[config.mk]
export PLATFORM = sky130hd
export DESIGN_NAME = mips32_mem_arbiter_flat
export DESIGN_NICKNAME = d
export VERILOG_FILES = /design/src/rtl/mips32_mem_arbiter_if.sv /design/src/rtl/mips32_mem_arbiter.sv /design/src/flat_wrapper.sv
export SDC_FILE = /design/constraint.sdc
export NUM_CORES = 1
export LEC_CHECK = 0
export BUFFER_PORTS_ARGS = -buffer_cell sky130_fd_sc_hd__buf_2
export CAP_MARGIN = 30
export CORE_AREA = 2 2 78 80
export CTS_BUF_LIST = sky130_fd_sc_hd__clkbuf_16
export CTS_CLUSTER_DIAMETER = 80
export CTS_CLUSTER_SIZE = 12
export DETAILED_ROUTE_END_ITERATION = 7
export DIE_AREA = 0 0 80 82
export GPL_TIMING_DRIVEN = 1
export HOLD_SLACK_MARGIN = 0.03
export PLACE_DENSITY = 0.65
export SYNTH_ARGS = -nofsm -noshare
export SYNTH_HDL_FRONTEND = slang
export SYNTH_SLANG_ARGS = --single-unit
export TNS_END_PERCENT = 10
[constraint.sdc]
create_clock -name clk -period 4.83 [get_ports clk]
set_clock_uncertainty 0.2 [all_clocks]
set_input_delay 0.2415 -clock clk [delete_from_list [all_inputs] [get_ports clk]]
set_output_delay 0.2415 -clock clk [all_outputs]
set_load 0.1 [all_outputs]
[src/rtl/mips32_mem_arbiter_if.sv]
// Bundle of the fetch port, data port and single-port memory bus shared
// by the MIPS32 memory arbiter. "slave" is the arbiter's view; "master"
// is the combined view of the two requesters plus the memory.
interface mips32_mem_arbiter_if #(
  parameter int AW = 10,
  parameter int DW = 32
);
  logic          halt;

  logic          if_req;
  logic [AW-1:0] if_addr;
  logic          if_gnt;
  logic          if_rvalid;
  logic [DW-1:0] if_rdata;

  logic          dm_req;
  logic          dm_we;
  logic [AW-1:0] dm_addr;
  logic [DW-1:0] dm_wdata;
  logic          dm_gnt;
  logic          dm_rvalid;
  logic [DW-1:0] dm_rdata;

  logic          mem_en;
  logic          mem_we;
  logic [AW-1:0] mem_addr;
  logic [DW-1:0] mem_wdata;
  logic [DW-1:0] mem_rdata;

  modport slave (
    input  halt, if_req, if_addr, dm_req, dm_we, dm_addr, dm_wdata, mem_rdata,
    output if_gnt, if_rvalid, if_rdata, dm_gnt, dm_rvalid, dm_rdata,
           mem_en, mem_we, mem_addr, mem_wdata
  );

  modport master (
    output halt, if_req, if_addr, dm_req, dm_we, dm_addr, dm_wdata, mem_rdata,
    input  if_gnt, if_rvalid, if_rdata, dm_gnt, dm_rvalid, dm_rdata,
           mem_en, mem_we, mem_addr, mem_wdata
  );
endinterface

[src/rtl/mips32_mem_arbiter.sv]
// Arbiter sharing one single-port synchronous word memory between the
// instruction-fetch port and the data-memory port. Data has priority,
// except that a fetch denied MAX_WAIT cycles in a row wins the next
// contest. Read data returns one cycle after the grant.
module mips32_mem_arbiter #(
  parameter int AW       = 10,
  parameter int DW       = 32,
  parameter int MAX_WAIT = 3
) (
  input  logic                  clk,
  input  logic                  rst,
  mips32_mem_arbiter_if.slave   bus
);

  typedef enum logic [1:0] {
    OWN_NONE = 2'd0,
    OWN_IF   = 2'd1,
    OWN_DM   = 2'd2
  } owner_e;

  localparam logic [3:0] MAX_CNT = 4'(MAX_WAIT);

  logic [3:0]    starve_q, starve_d;
  owner_e        rd_owner_q, rd_owner_d;

  logic          fetch_ok;
  logic          if_gnt;
  logic          dm_gnt;
  logic          mem_we;
  logic [AW-1:0] mem_addr;
  logic [DW-1:0] mem_wdata;

  // Grant decision: data first unless fetch has starved long enough.
  always_comb begin
    // NOTE: every output of a combinational block gets a default before any
    // branch, so no path leaves a value unassigned and no latch is inferred.
    if_gnt   = 1'b0;
    dm_gnt   = 1'b0;
    fetch_ok = bus.if_req & ~bus.halt;
    if (!rst) begin
      if (bus.dm_req && fetch_ok && (starve_q == MAX_CNT)) begin
        if_gnt = 1'b1;
      end else if (bus.dm_req) begin
        dm_gnt = 1'b1;
      end else if (fetch_ok) begin
        if_gnt = 1'b1;
      end
    end
  end

  // Memory bus mux: the granted port drives the memory, idle drives zeros.
  always_comb begin
    mem_we    = 1'b0;
    mem_addr  = '0;
    mem_wdata = '0;
    if (if_gnt) begin
      mem_addr = bus.if_addr;
    end else if (dm_gnt) begin
      mem_we    = bus.dm_we;
      mem_addr  = bus.dm_addr;
      mem_wdata = bus.dm_wdata;
    end
  end

  // Next state: starvation counter and owner of next cycle's read data.
  always_comb begin
    starve_d   = starve_q;
    rd_owner_d = OWN_NONE;
    if (if_gnt || !bus.if_req || bus.halt) begin
      starve_d = '0;
    end else if (starve_q != MAX_CNT) begin
      starve_d = starve_q + 4'd1;
    end
    if (if_gnt) begin
      rd_owner_d = OWN_IF;
    end else if (dm_gnt && !bus.dm_we) begin
      rd_owner_d = OWN_DM;
    end
  end

  // State registers; reset drops any in-flight read.
  always_ff @(posedge clk or posedge rst) begin
    if (rst) begin
      starve_q   <= '0;
      rd_owner_q <= OWN_NONE;
    end else begin
      // NOTE: sequential state uses non-blocking assignments so every
      // register samples pre-edge values regardless of statement order.
      starve_q   <= starve_d;
      rd_owner_q <= rd_owner_d;
    end
  end

  assign bus.if_gnt    = if_gnt;
  assign bus.dm_gnt    = dm_gnt;
  assign bus.mem_en    = if_gnt | dm_gnt;
  assign bus.mem_we    = mem_we;
  assign bus.mem_addr  = mem_addr;
  assign bus.mem_wdata = mem_wdata;

  // Read return: one-cycle pulse, data passed through only to its owner.
  assign bus.if_rvalid = (rd_owner_q == OWN_IF);
  assign bus.dm_rvalid = (rd_owner_q == OWN_DM);
  assign bus.if_rdata  = (rd_owner_q == OWN_IF) ? bus.mem_rdata : '0;
  assign bus.dm_rdata  = (rd_owner_q == OWN_DM) ? bus.mem_rdata : '0;

endmodule

[src/flat_wrapper.sv]
// flat-port wrapper written by rule: the top's interface ports become plain ports
module mips32_mem_arbiter_flat 
#(
  parameter int AW       = 10,
  parameter int DW       = 32,
  parameter int MAX_WAIT = 3
)
  (clk, rst, bus_halt, bus_if_req, bus_if_addr, bus_dm_req, bus_dm_we, bus_dm_addr, bus_dm_wdata, bus_mem_rdata, bus_if_gnt, bus_if_rvalid, bus_if_rdata, bus_dm_gnt, bus_dm_rvalid, bus_dm_rdata, bus_mem_en, bus_mem_we, bus_mem_addr, bus_mem_wdata);
  mips32_mem_arbiter_if #(.AW(AW), .DW(DW)) bus_i ();
  input  logic clk;
  input  logic rst;
  input wire logic [$bits(bus_i.halt)-1:0] bus_halt;
  input wire logic [$bits(bus_i.if_req)-1:0] bus_if_req;
  input wire logic [$bits(bus_i.if_addr)-1:0] bus_if_addr;
  input wire logic [$bits(bus_i.dm_req)-1:0] bus_dm_req;
  input wire logic [$bits(bus_i.dm_we)-1:0] bus_dm_we;
  input wire logic [$bits(bus_i.dm_addr)-1:0] bus_dm_addr;
  input wire logic [$bits(bus_i.dm_wdata)-1:0] bus_dm_wdata;
  input wire logic [$bits(bus_i.mem_rdata)-1:0] bus_mem_rdata;
  output wire logic [$bits(bus_i.if_gnt)-1:0] bus_if_gnt;
  output wire logic [$bits(bus_i.if_rvalid)-1:0] bus_if_rvalid;
  output wire logic [$bits(bus_i.if_rdata)-1:0] bus_if_rdata;
  output wire logic [$bits(bus_i.dm_gnt)-1:0] bus_dm_gnt;
  output wire logic [$bits(bus_i.dm_rvalid)-1:0] bus_dm_rvalid;
  output wire logic [$bits(bus_i.dm_rdata)-1:0] bus_dm_rdata;
  output wire logic [$bits(bus_i.mem_en)-1:0] bus_mem_en;
  output wire logic [$bits(bus_i.mem_we)-1:0] bus_mem_we;
  output wire logic [$bits(bus_i.mem_addr)-1:0] bus_mem_addr;
  output wire logic [$bits(bus_i.mem_wdata)-1:0] bus_mem_wdata;
  assign bus_i.halt = bus_halt;
  assign bus_i.if_req = bus_if_req;
  assign bus_i.if_addr = bus_if_addr;
  assign bus_i.dm_req = bus_dm_req;
  assign bus_i.dm_we = bus_dm_we;
  assign bus_i.dm_addr = bus_dm_addr;
  assign bus_i.dm_wdata = bus_dm_wdata;
  assign bus_i.mem_rdata = bus_mem_rdata;
  assign bus_if_gnt = bus_i.if_gnt;
  assign bus_if_rvalid = bus_i.if_rvalid;
  assign bus_if_rdata = bus_i.if_rdata;
  assign bus_dm_gnt = bus_i.dm_gnt;
  assign bus_dm_rvalid = bus_i.dm_rvalid;
  assign bus_dm_rdata = bus_i.dm_rdata;
  assign bus_mem_en = bus_i.mem_en;
  assign bus_mem_we = bus_i.mem_we;
  assign bus_mem_addr = bus_i.mem_addr;
  assign bus_mem_wdata = bus_i.mem_wdata;
  mips32_mem_arbiter #(.AW(AW), .DW(DW), .MAX_WAIT(MAX_WAIT)) u_core (.clk(clk), .rst(rst), .bus(bus_i));
endmodule
==> run_results.csv <==
group,metric,value,unit
status,outcome,"finished, final reports clean",
yosys,yosysWarningCount,0,
yosys,synth-seq-area-share,0.121,
cells_and_area,final_util,0.412,
die,boundaryPins,202,
placement,io_buffers,201,
cts,ctsHtreeMaxLevel,1,
drt,postRouteAntennaNets,0,
grt,grt_pass1_vias,1540,
cts,cts.path.max_buffers,2,
cts,cts_resized,0,
worst_hold_path,hold_end,"u_core.starve_q[3]$_DFFE_PP0P_",
setup_path,regToRegSetupSlack,2.65,ns
setup_path,rr_endpoint,"u_core.rd_owner_q[1]$_DFF_PP0_",
cells_and_area,layout-drive-gt1-share,0.568,
cts,hold_buffers,2,
worst_hold_path,hp-start,"bus_dm_req",
power_and_ir_drop,p_clk_frac,0.266,
cts,clk_latency,0.23,ns
grt,gr-usage-all-layers,0.134,
yosys,syn_area,1240,sq um
timing,hold_viol_final,0,
yosys,postSynthAreaPerCell,7.03,sq um
setup_path,timing.critical_path.slowest_cell_delay,0.80,ns
cts,post_cts_buffers,0,
setup_path,cp_num_buf_inv,1,
run,maxCapViolCount,0,
power_and_ir_drop,peakVddDrop,108,uV
grt,grt_pass1_wl,7020,um
timing,maxSlewHeadroom,0.395,
drt,vias,1903,
timing,final-max-slew-violation-count,0,
setup_path,startpoint_type,"flop",
setup_path,critical_path_required,4.39,ns
timing,worst_slew_pin_slew,0.905,ns
setup_path,crit_family,"compound AO/OA/AOI/OAI gates",
grt,antenna_found_initial,0,
cts,cts_made_buffers,3,
timing,fin_tns_setup,0,ns
yosys,synthCells,177,
die,die_area,6560,sq um
power_and_ir_drop,switching_power,282,uW
power_and_ir_drop,power.density,212,nW/um^2
cells_and_area,area_growth,89.9,%
die,fp.coreArea,5750,sq um
worst_hold_path,whs_path_depth,3,
power_and_ir_drop,leakagePower,0.00146,uW
yosys,ys_types,22,
power_and_ir_drop,power_frac_comb,0.630,
drt,wl,5040,um
worst_hold_path,hold_class,"in -> reg",
setup_path,crit_start,"u_core.starve_q[0]$_DFFE_PP0P_",
timing,setup_viol,0,
placement,post-dp-hpwl,4160,um
power_and_ir_drop,sw_frac_of_total,0.560,
setup_path,rr_startpoint,"u_core.starve_q[0]$_DFFE_PP0P_",
timing,post-route-period-util,0.623,
yosys,ys_seq_elements,6,
cells_and_area,num_antenna_cells,0,
setup_path,path_max_fanout,35,
drt,drtIter0Drc,22,
cts,cts_root_buffer,"clkbuf_16",
setup_path,path_cells,"ha_1 > nor3b_4 > a211oi_4 > and2_1 > buf_2",
cts,cts_tree,"built",
die,num_rows,28,
drt,drtPass1Iterations,4,
cts,clock-sinks,6,
die,die_x,80,um
grt,grt_max_degree,36,
die,die_height,82,um
grt,grt-ovfl-total,0,
timing,period_needed,3.01,ns
setup_path,arrival,2.57,ns
power_and_ir_drop,p_int,221,uW
yosys,syn_nets,268,
setup_path,reg2regPathDepth,4,
setup_path,slowest_stage,"a211oi_4",
drt,vias_per_cell,4.30,
setup_path,worstSetupEndpointType,"primary output",
cells_and_area,mostFrequentLayoutCell,"buf_2",
drt,wl_per_cell,11.4,um
setup_path,path_class,"reg -> out",
drt,drc_errors,0,
cells_and_area,layout_common_cells,"buf_2 (201), and2_1 (98), o211ai_1 (19)",
cells_and_area,nets,461,
power_and_ir_drop,seqPwrFrac,0.105,
placement,place_congestion,0.826,
die,initial_core_util,0.217,
cts,path_clk_slew,0.03,ns
timing,fmax,333,MHz
timing,rsz0062_at_grt,"no",
sequential cells by signal, indices dropped and copies added, names as in the netlist:
signal and count:
u_core.starve_q 4, u_core.rd_owner_q 2
through the flow:
| step | worst slack (ns) | cells | hold slack (ns) | instance area (sq um) | power (uW) |
|---|---|---|---|---|---|
| 2_1_floorplan | 1.77 | 177 | 0.107 | 1240 | 304 |
| 3_3_place_gp | 2.11 | 438 | 0.127 | 2270 | 368 |
| 3_5_place_dp | 2.07 | 438 | 0.138 | 2270 | 369 |
| 4_1_cts | 1.83 | 443 | 0.291 | 2360 | 507 |
| 5_1_grt | 1.61 | 443 | 0.324 | 2360 | 524 |
| 6_report | 1.82 | 443 | 0.296 | 2360 | 502 |
logic make-up (layout without fill, tap and decap cells):
logic type | count (synthesis) | after routing | share of synthesized area
simple gates | 114 | 114 | 0.581
flops | 6 | 6 | 0.121
compound gates | 36 | 36 | 0.203
xor+xnor | 1 | 1 | 0.00704
fa+ha+maj | 1 | 1 | 0.0100
buf+inv | 19 | 210 | 0.0784
synthesized netlist by cell type (all sizes together):
master	count	area share
buf	6	0.039
or3	1	0.0050
dfrtp	6	0.12
a211oi	2	0.022
and2	98	0.49
or3b	1	0.0070
ha	1	0.010
nor3	1	0.0040
clkbuf	11	0.033
xor2	1	0.0070
nor3b	1	0.015
inv	2	0.0060
nand3b	2	0.012
nand3	3	0.012
o211ai	20	0.12
nand2b	2	0.010
nor2b	4	0.020
nor2	1	0.0030
a21oi	14	0.056
worst max-delay path by stage:
| stage | to | slack, ns | cells after the start |
|---|---|---|---|
| 2_1_floorplan | bus_mem_addr[1] | 1.77 | 5 |
| 3_3_place_gp | bus_mem_wdata[3] | 2.11 | 5 |
| 3_5_place_dp | bus_mem_wdata[22] | 2.07 | 5 |
| 4_1_cts | bus_mem_wdata[22] | 1.83 | 5 |
| 5_1_grt | bus_mem_wdata[22] | 1.61 | 5 |
| 6_report | bus_mem_wdata[8] | 1.82 | 5 |
power groups by stage:
stage / Combinational (uW) / Sequential, uW / Clock (uW)
6_report: 316 / 52.6 / 133
5_1_grt: 331 / 52.8 / 140
4_1_cts: 318 / 52.6 / 137
3_5_place_dp: 316 / 53.2 / 0
3_3_place_gp: 315 / 53.1 / 0
2_1_floorplan: 251 / 53.0 / 0
area by class of cell:
cell class                 count  area (sq um)
clock buffer                   3          75.1
sequential                     6           150
tap                           75          93.8
inverter                       2          7.51
multi-input combinational    152           997
timing repair buffer         205          1040
fill                         614          3380
worst register-to-register path: cells and delay by family, from the launching register on:
kind	cells	cell delay (ns)
flops	1	0.39
fa+ha+maj	1	0.24
simple gates	2	0.46
compound gates	1	0.81
routing by layer:
metal	part of all wire	track usage	up-vias	wire [um]
met2	0.51	0.258	120	2550
met3	0.10	0.0209	2	524
met1	0.38	0.153	818	1930
met4	0.0071	0.0356	0	36
met5	0	0	-	0
li1	-	-	963	-
(Power assumes the default switching activity.)
